## src/rtl/alu_top_pkg.sv

```systemverilog
// +----------------------------------------------------------------------------+
// | alu_top_pkg : opcode encodings shared by the ALU top level and its bench    |
// | Revision    : 1.0                                                           |
// +----------------------------------------------------------------------------+
`default_nettype none

package alu_top_pkg;

    localparam int OP_W = 5;

    localparam logic [OP_W-1:0] OP_ADD  = 5'h00;
    localparam logic [OP_W-1:0] OP_SUB  = 5'h01;
    localparam logic [OP_W-1:0] OP_AND  = 5'h02;
    localparam logic [OP_W-1:0] OP_OR   = 5'h03;
    localparam logic [OP_W-1:0] OP_XOR  = 5'h04;
    localparam logic [OP_W-1:0] OP_NOR  = 5'h05;
    localparam logic [OP_W-1:0] OP_SLT  = 5'h06;
    localparam logic [OP_W-1:0] OP_SLL  = 5'h07;
    localparam logic [OP_W-1:0] OP_SRL  = 5'h08;
    localparam logic [OP_W-1:0] OP_SRA  = 5'h09;
    localparam logic [OP_W-1:0] OP_SLTU = 5'h0A;
    localparam logic [OP_W-1:0] OP_MUL  = 5'h0B;

endpackage

`default_nettype wire

```

## src/rtl/alu_top_addsub.sv

```systemverilog
// +----------------------------------------------------------------------------+
// | alu_top_addsub : shared WIDTH-bit adder/subtractor (a + b or a + ~b + 1)    |
// | Revision       : 1.0                                                        |
// +----------------------------------------------------------------------------+
`default_nettype none

module alu_top_addsub #(
    parameter int WIDTH = 32
) (
    input  logic [WIDTH-1:0] i_a,
    input  logic [WIDTH-1:0] i_b,
    input  logic             i_sub,
    output logic [WIDTH-1:0] o_sum,
    output logic             o_cout,
    output logic             o_ovf
);

    logic [WIDTH-1:0] w_b_eff;

    assign w_b_eff = i_sub ? ~i_b : i_b;

    assign {o_cout, o_sum} = {1'b0, i_a} + {1'b0, w_b_eff} + {{WIDTH{1'b0}}, i_sub};

    // Overflow when the effective addends agree in sign but the sum does not.
    assign o_ovf = (i_a[WIDTH-1] == w_b_eff[WIDTH-1]) && (o_sum[WIDTH-1] != i_a[WIDTH-1]);

endmodule

`default_nettype wire

```

## src/rtl/alu_top.sv

```systemverilog
// +----------------------------------------------------------------------------+
// | alu_top : registered integer ALU, 1-cycle latency, flags zero/cout/ovf.     |
// |           Define ALU_TOP_MUL_EN to enable op 0B (low-half multiply).        |
// | Revision: 1.0                                                               |
// +----------------------------------------------------------------------------+
`default_nettype none

module alu_top
    import alu_top_pkg::*;
#(
    parameter int WIDTH = 32
) (
    input  logic             clk,
    input  logic             rst_n,
    input  logic [WIDTH-1:0] a,
    input  logic [WIDTH-1:0] b,
    input  logic [OP_W-1:0]  op,
    output logic [WIDTH-1:0] out,
    output logic             zero,
    output logic             cout,
    output logic             ovf
);

    localparam int SH_W = $clog2(WIDTH);

    logic [SH_W-1:0]  w_sh;
    logic             w_sub;
    logic [WIDTH-1:0] w_sum;
    logic             w_as_cout;
    logic             w_as_ovf;
    logic [WIDTH-1:0] w_result;
    logic             w_cout;
    logic             w_ovf;

    assign w_sh  = b[SH_W-1:0];
    assign w_sub = (op == OP_SUB) || (op == OP_SLT) || (op == OP_SLTU);

    alu_top_addsub #(
        .WIDTH (WIDTH)
    ) u_addsub (
        .i_a    (a),
        .i_b    (b),
        .i_sub  (w_sub),
        .o_sum  (w_sum),
        .o_cout (w_as_cout),
        .o_ovf  (w_as_ovf)
    );

    always_comb begin
        w_result = '0;
        w_cout   = 1'b0;
        w_ovf    = 1'b0;
        case (op)
            OP_ADD: begin
                w_result = w_sum;
                w_cout   = w_as_cout;
                w_ovf    = w_as_ovf;
            end
            OP_SUB: begin
                w_result = w_sum;
                w_cout   = w_as_cout;
                w_ovf    = w_as_ovf;
            end
            OP_AND:  w_result = a & b;
            OP_OR:   w_result = a | b;
            OP_XOR:  w_result = a ^ b;
            OP_NOR:  w_result = ~(a | b);
            // Signed less-than: true sign of a-b is the sum sign corrected by overflow.
            OP_SLT:  w_result = {{(WIDTH-1){1'b0}}, w_sum[WIDTH-1] ^ w_as_ovf};
            OP_SLL:  w_result = a << w_sh;
            OP_SRL:  w_result = a >> w_sh;
            OP_SRA:  w_result = $signed(a) >>> w_sh;
            OP_SLTU: w_result = {{(WIDTH-1){1'b0}}, ~w_as_cout};
`ifdef ALU_TOP_MUL_EN
            OP_MUL:  w_result = a * b;
`else
            OP_MUL:  w_result = '0;
`endif
            default: w_result = '0;
        endcase
    end

    always_ff @(posedge clk) begin
        if (!rst_n) begin
            out  <= '0;
            zero <= 1'b1;
            cout <= 1'b0;
            ovf  <= 1'b0;
        end else begin
            out  <= w_result;
            zero <= (w_result == '0);
            cout <= w_cout;
            ovf  <= w_ovf;
        end
    end

endmodule

`default_nettype wire

```

## config.mk

```make
export PLATFORM = sky130hd
export DESIGN_NAME = alu_top
export DESIGN_NICKNAME = d
export VERILOG_FILES = /design/src/rtl/alu_top_pkg.sv /design/src/rtl/alu_top_addsub.sv /design/src/rtl/alu_top.sv
export SDC_FILE = /design/constraint.sdc
export NUM_CORES = 1
export LEC_CHECK = 0
export CORE_MARGIN = 3
export CORE_UTILIZATION = 60
export DETAILED_ROUTE_END_ITERATION = 16
export PLACE_DENSITY = 0.89
export SYNTH_ARGS = -nofsm -noshare
export SYNTH_HDL_FRONTEND = slang
export SYNTH_SLANG_ARGS = --single-unit
```

## constraint.sdc

```tcl
create_clock -name clk -period 6.2 [get_ports clk]
set_clock_uncertainty 0.1 [all_clocks]
set_input_delay 1.24 -clock clk [delete_from_list [all_inputs] [get_ports clk]]
set_output_delay 1.24 -clock clk [all_outputs]
set_load 0.01 [all_outputs]
```

==> metrics.md <==
| Metric | Value |
|---|---|
| Mapped Cells | `1234` |
| Syn nets | `1404` |
| Hpwl dp | `30.4 mm` |
| WL met1 | `14.5 mm` |
| Register area | `701 um2` |
| Fill count | `1346` |
| Critical path startpoint category | `input pin` |
| Antenna violations before repair | `0` |
| Htree depth | `2` |
| Register area share after synthesis | `0.0732` |
| Die Y | `132 um` |
| WL met3 | `5.44 mm` |
| DRC | `0` |
| Row cnt | `45` |
| Initial DRC count | `1881` |
| Crit. End Element | `register` |
| Mapped Area | `9580 um2` |
| Min Tclk post-route | `5630 ps` |
| Drt wl/cell | `26.0 um` |
| Critical path arrival | `5740 ps` |
| CTS tree | `yes` |
| CTS resizes | `0` |
| PwrDens | `134 nW/um2` |
| HP Start | `rst_n` |
| Maximum clock path buffer count | `2` |
| Area Growth Syn to Fin | `13.8%` |
| Maximum fanout along the worst path | `17` |
| Tot Pwr | `1.46 mW` |
| Num CTS Buffers | `5` |
| Share of layout cells above drive strength 1 | `0.105` |
| Synth cell types | `87` |
| Tot GR Track Use | `0.425` |
| Leak pwr | `4.48 nW` |
| Pin count of the biggest net entering global routing | `85` |
| Max Cap Viol | `0` |
| Final Cycle Share | `0.908` |
| Yosys warning total | `0` |
| Ports | `106` |
| DR vias | `11202` |
| Die Footprint | `17500 um2` |
| Number of global-route vias before repair | `10141` |
| PortBufs | `105` |
| Peak VDD IR | `0.144 mV` |
| Die W | `132 um` |
| Cts hold-fix bufs | `0` |
| Final setup viols | `0` |
| Critical path class | `in2reg` |
| Data required, critical path | `6310 ps` |
| Max Clock Freq | `178 MHz` |
| Iteration count of the initial detailed-routing pass | `6` |
| Synth top area cells | `ha_1 13%, mux4_2 12%, dfxtp_1 7.3%` |
| Clock slew at reported path FFs | `60 ps` |
| Final Hold Viols | `0` |
| Initial core utilization | `0.621` |
| Post-CTS setup buffer count | `0` |
| CTS Sinks | `35` |
| Mean Syn Cell Area | `7.76 um2` |
| DR WL met2 | `16.8 mm` |
| Primary FF master, synth | `dfxtp_1` |
| Setup TNS Final | `0 ps` |
| Worst slew pin tran | `1030 ps` |
| Max Slew Vio Count | `0` |
| Antenna Cells | `0` |
| Area of the multi-input gates | `8190 um2` |
| Final ANT Viol Nets | `0` |
| Core area | `15400 um2` |
| Post-synth ARST share | `0` |
| Final #Nets | `1460` |
| Routed wire length | `39.1 mm` |
| Root Driver | `clkbuf_16` |
| First-pass GRT wire length | `59.2 mm` |
| Number of synthesized flops with an enable pin | `0` |
| Run status | `completed` |
| GPL Wtd Cong | `1.07` |
| CP startpoint | `op[0]` |
| Global route overflow | `0` |
| Yosys top cell area share | `0.128` |
| #FFs+latches synth | `35` |
| Max_slew headroom | `0.311` |
| Synth area leader | `ha_1` |
| RSZ-0062 raised after global routing | `false` |
| Final design utilization | `0.707` |
| Hold crit path type | `in2reg` |
| DR vias/cell | `7.46` |
| Highest Signal Layer | `met4` |
-- cell families (layout without fill, tap and decap cells) --
| logic type | after synthesis | in the layout | synth area share |
|---|---|---|---|
| AO/OA/AOI/OAI | 373 | 373 | 0.268 |
| XOR/XNOR | 48 | 48 | 0.0439 |
| adder cells (fa/ha/maj) | 99 | 99 | 0.130 |
| buffers and inverters | 164 | 221 | 0.0755 |
| flip-flops | 35 | 35 | 0.0732 |
| multiplexers | 124 | 124 | 0.210 |
| AND/OR/NAND/NOR | 391 | 391 | 0.199 |
-- worst max-delay path, stage by stage --
cell	delay, ps
clkdlybuf4s50_1	440
buf_4	200
inv_1	160
a31oi_1	150
nor2_4	360
buf_4	360
xnor2_1	170
ha_1	300
o21a_1	160
o311ai_1	190
a21oi_1	180
o31a_1	380
or3_1	360
a31o_1	270
nand4b_1	250
nor3_2	260
nand4_1	150
o21ai_1	140
-- Yosys cell counts, types with 5 or more instances --
cell and instances:
nand2b_1 14, a211oi_1 24, mux2i_1 50, mux4_2 52, ha_1 98, nor2_1 110, a221o_1 10, nand2_1 104
a22oi_1 20, buf_6 6, and2_1 24, a31oi_1 12, o21ai_1 6, a22o_1 6, o21ai_0 62, nand3_1 35
a21oi_1 83, mux2_2 15, inv_1 75, a221oi_1 13, xor2_1 5, or3_1 11, clkbuf_1 46, nand4_1 17
o211ai_1 19, o22ai_1 17, o2111ai_1 9, nor4_1 7, a21o_1 23, nor3_1 21, mux4_1 6, buf_1 11
xnor2_1 43, o21a_1 7, nor2b_1 9, buf_4 6, dfxtp_1 35, and3_1 11, o211a_1 5, buf_2 19
-- area by class of cell --
type / instances / share of cell area
clock buffer: 5 / 0.0115
clock inverter: 3 / 0.00402
inverter: 75 / 0.0258
multi-input combinational: 1035 / 0.751
sequential: 35 / 0.0643
tap: 211 / 0.0242
timing repair buffer: 138 / 0.119
-- report_power, final --
part           internal (mW)  total (mW)  switching (mW)
sequential             0.239       0.243         0.00363
clock                  0.189       0.285          0.0962
combinational          0.378       0.930           0.552
total                  0.806        1.46           0.652
-- through the flow --
stage | std cells | setup WS [ps] | cell area (um2) | hold slack (ps)
final | 1502 | 568 | 10900 | 1680
after global routing | 1502 | 234 | 10900 | 1740
after CTS | 1502 | 645 | 10900 | 1650
after detailed placement | 1494 | 367 | 10700 | 1880
after global placement | 1494 | 507 | 10700 | 1880
after floorplan | 1234 | 1130 | 9580 | 1260
-- layer usage --
| layer | GRT usage | vias up |
|---|---|---|
| li1 | - | 4792 |
| met1 | 0.576 | 5234 |
| met2 | 0.645 | 1002 |
| met3 | 0.107 | 174 |
| met4 | 0.178 | 0 |
| met5 | 0 | - |
-- sequential cells by signal, summed over array words and instances (netlist names) --
signal / flops
zero: 1
ovf: 1
cout: 1
out: 32
-- worst paths after layout --
check	to	cells after the start
setup / recovery	zero	18
hold / removal	zero	2
-- layout by cell type, fill, tap and decap left out, types with 6 or more instances in the layout --
cell / Yosys / routed
nor4_1: 7 / 6
nor3_1: 21 / 20
ha_1: 98 / 98
clkdlybuf4s50_1: 0 / 102
and3_1: 11 / 11
nand4_1: 17 / 17
a31oi_1: 12 / 12
o211ai_1: 19 / 19
nand2b_1: 14 / 14
a211oi_1: 24 / 24
a22oi_1: 20 / 20
nor2b_1: 9 / 8
a221oi_1: 13 / 13
o21ai_0: 62 / 62
a21o_1: 23 / 23
buf_4: 6 / 33
mux4_2: 52 / 52
nand2_1: 104 / 104
a21oi_1: 83 / 83
a221o_1: 10 / 10
mux2i_1: 50 / 50
mux2_2: 15 / 15
mux4_1: 6 / 6
nand3_1: 35 / 35
and2_1: 24 / 24
inv_1: 75 / 75
o21ai_1: 6 / 6
o22ai_1: 17 / 17
dfxtp_1: 35 / 35
o21a_1: 7 / 7
o2111ai_1: 9 / 9
a22o_1: 6 / 6
or3_1: 11 / 11
nor2_1: 110 / 109
xnor2_1: 43 / 43
(Power assumes the default switching activity.)
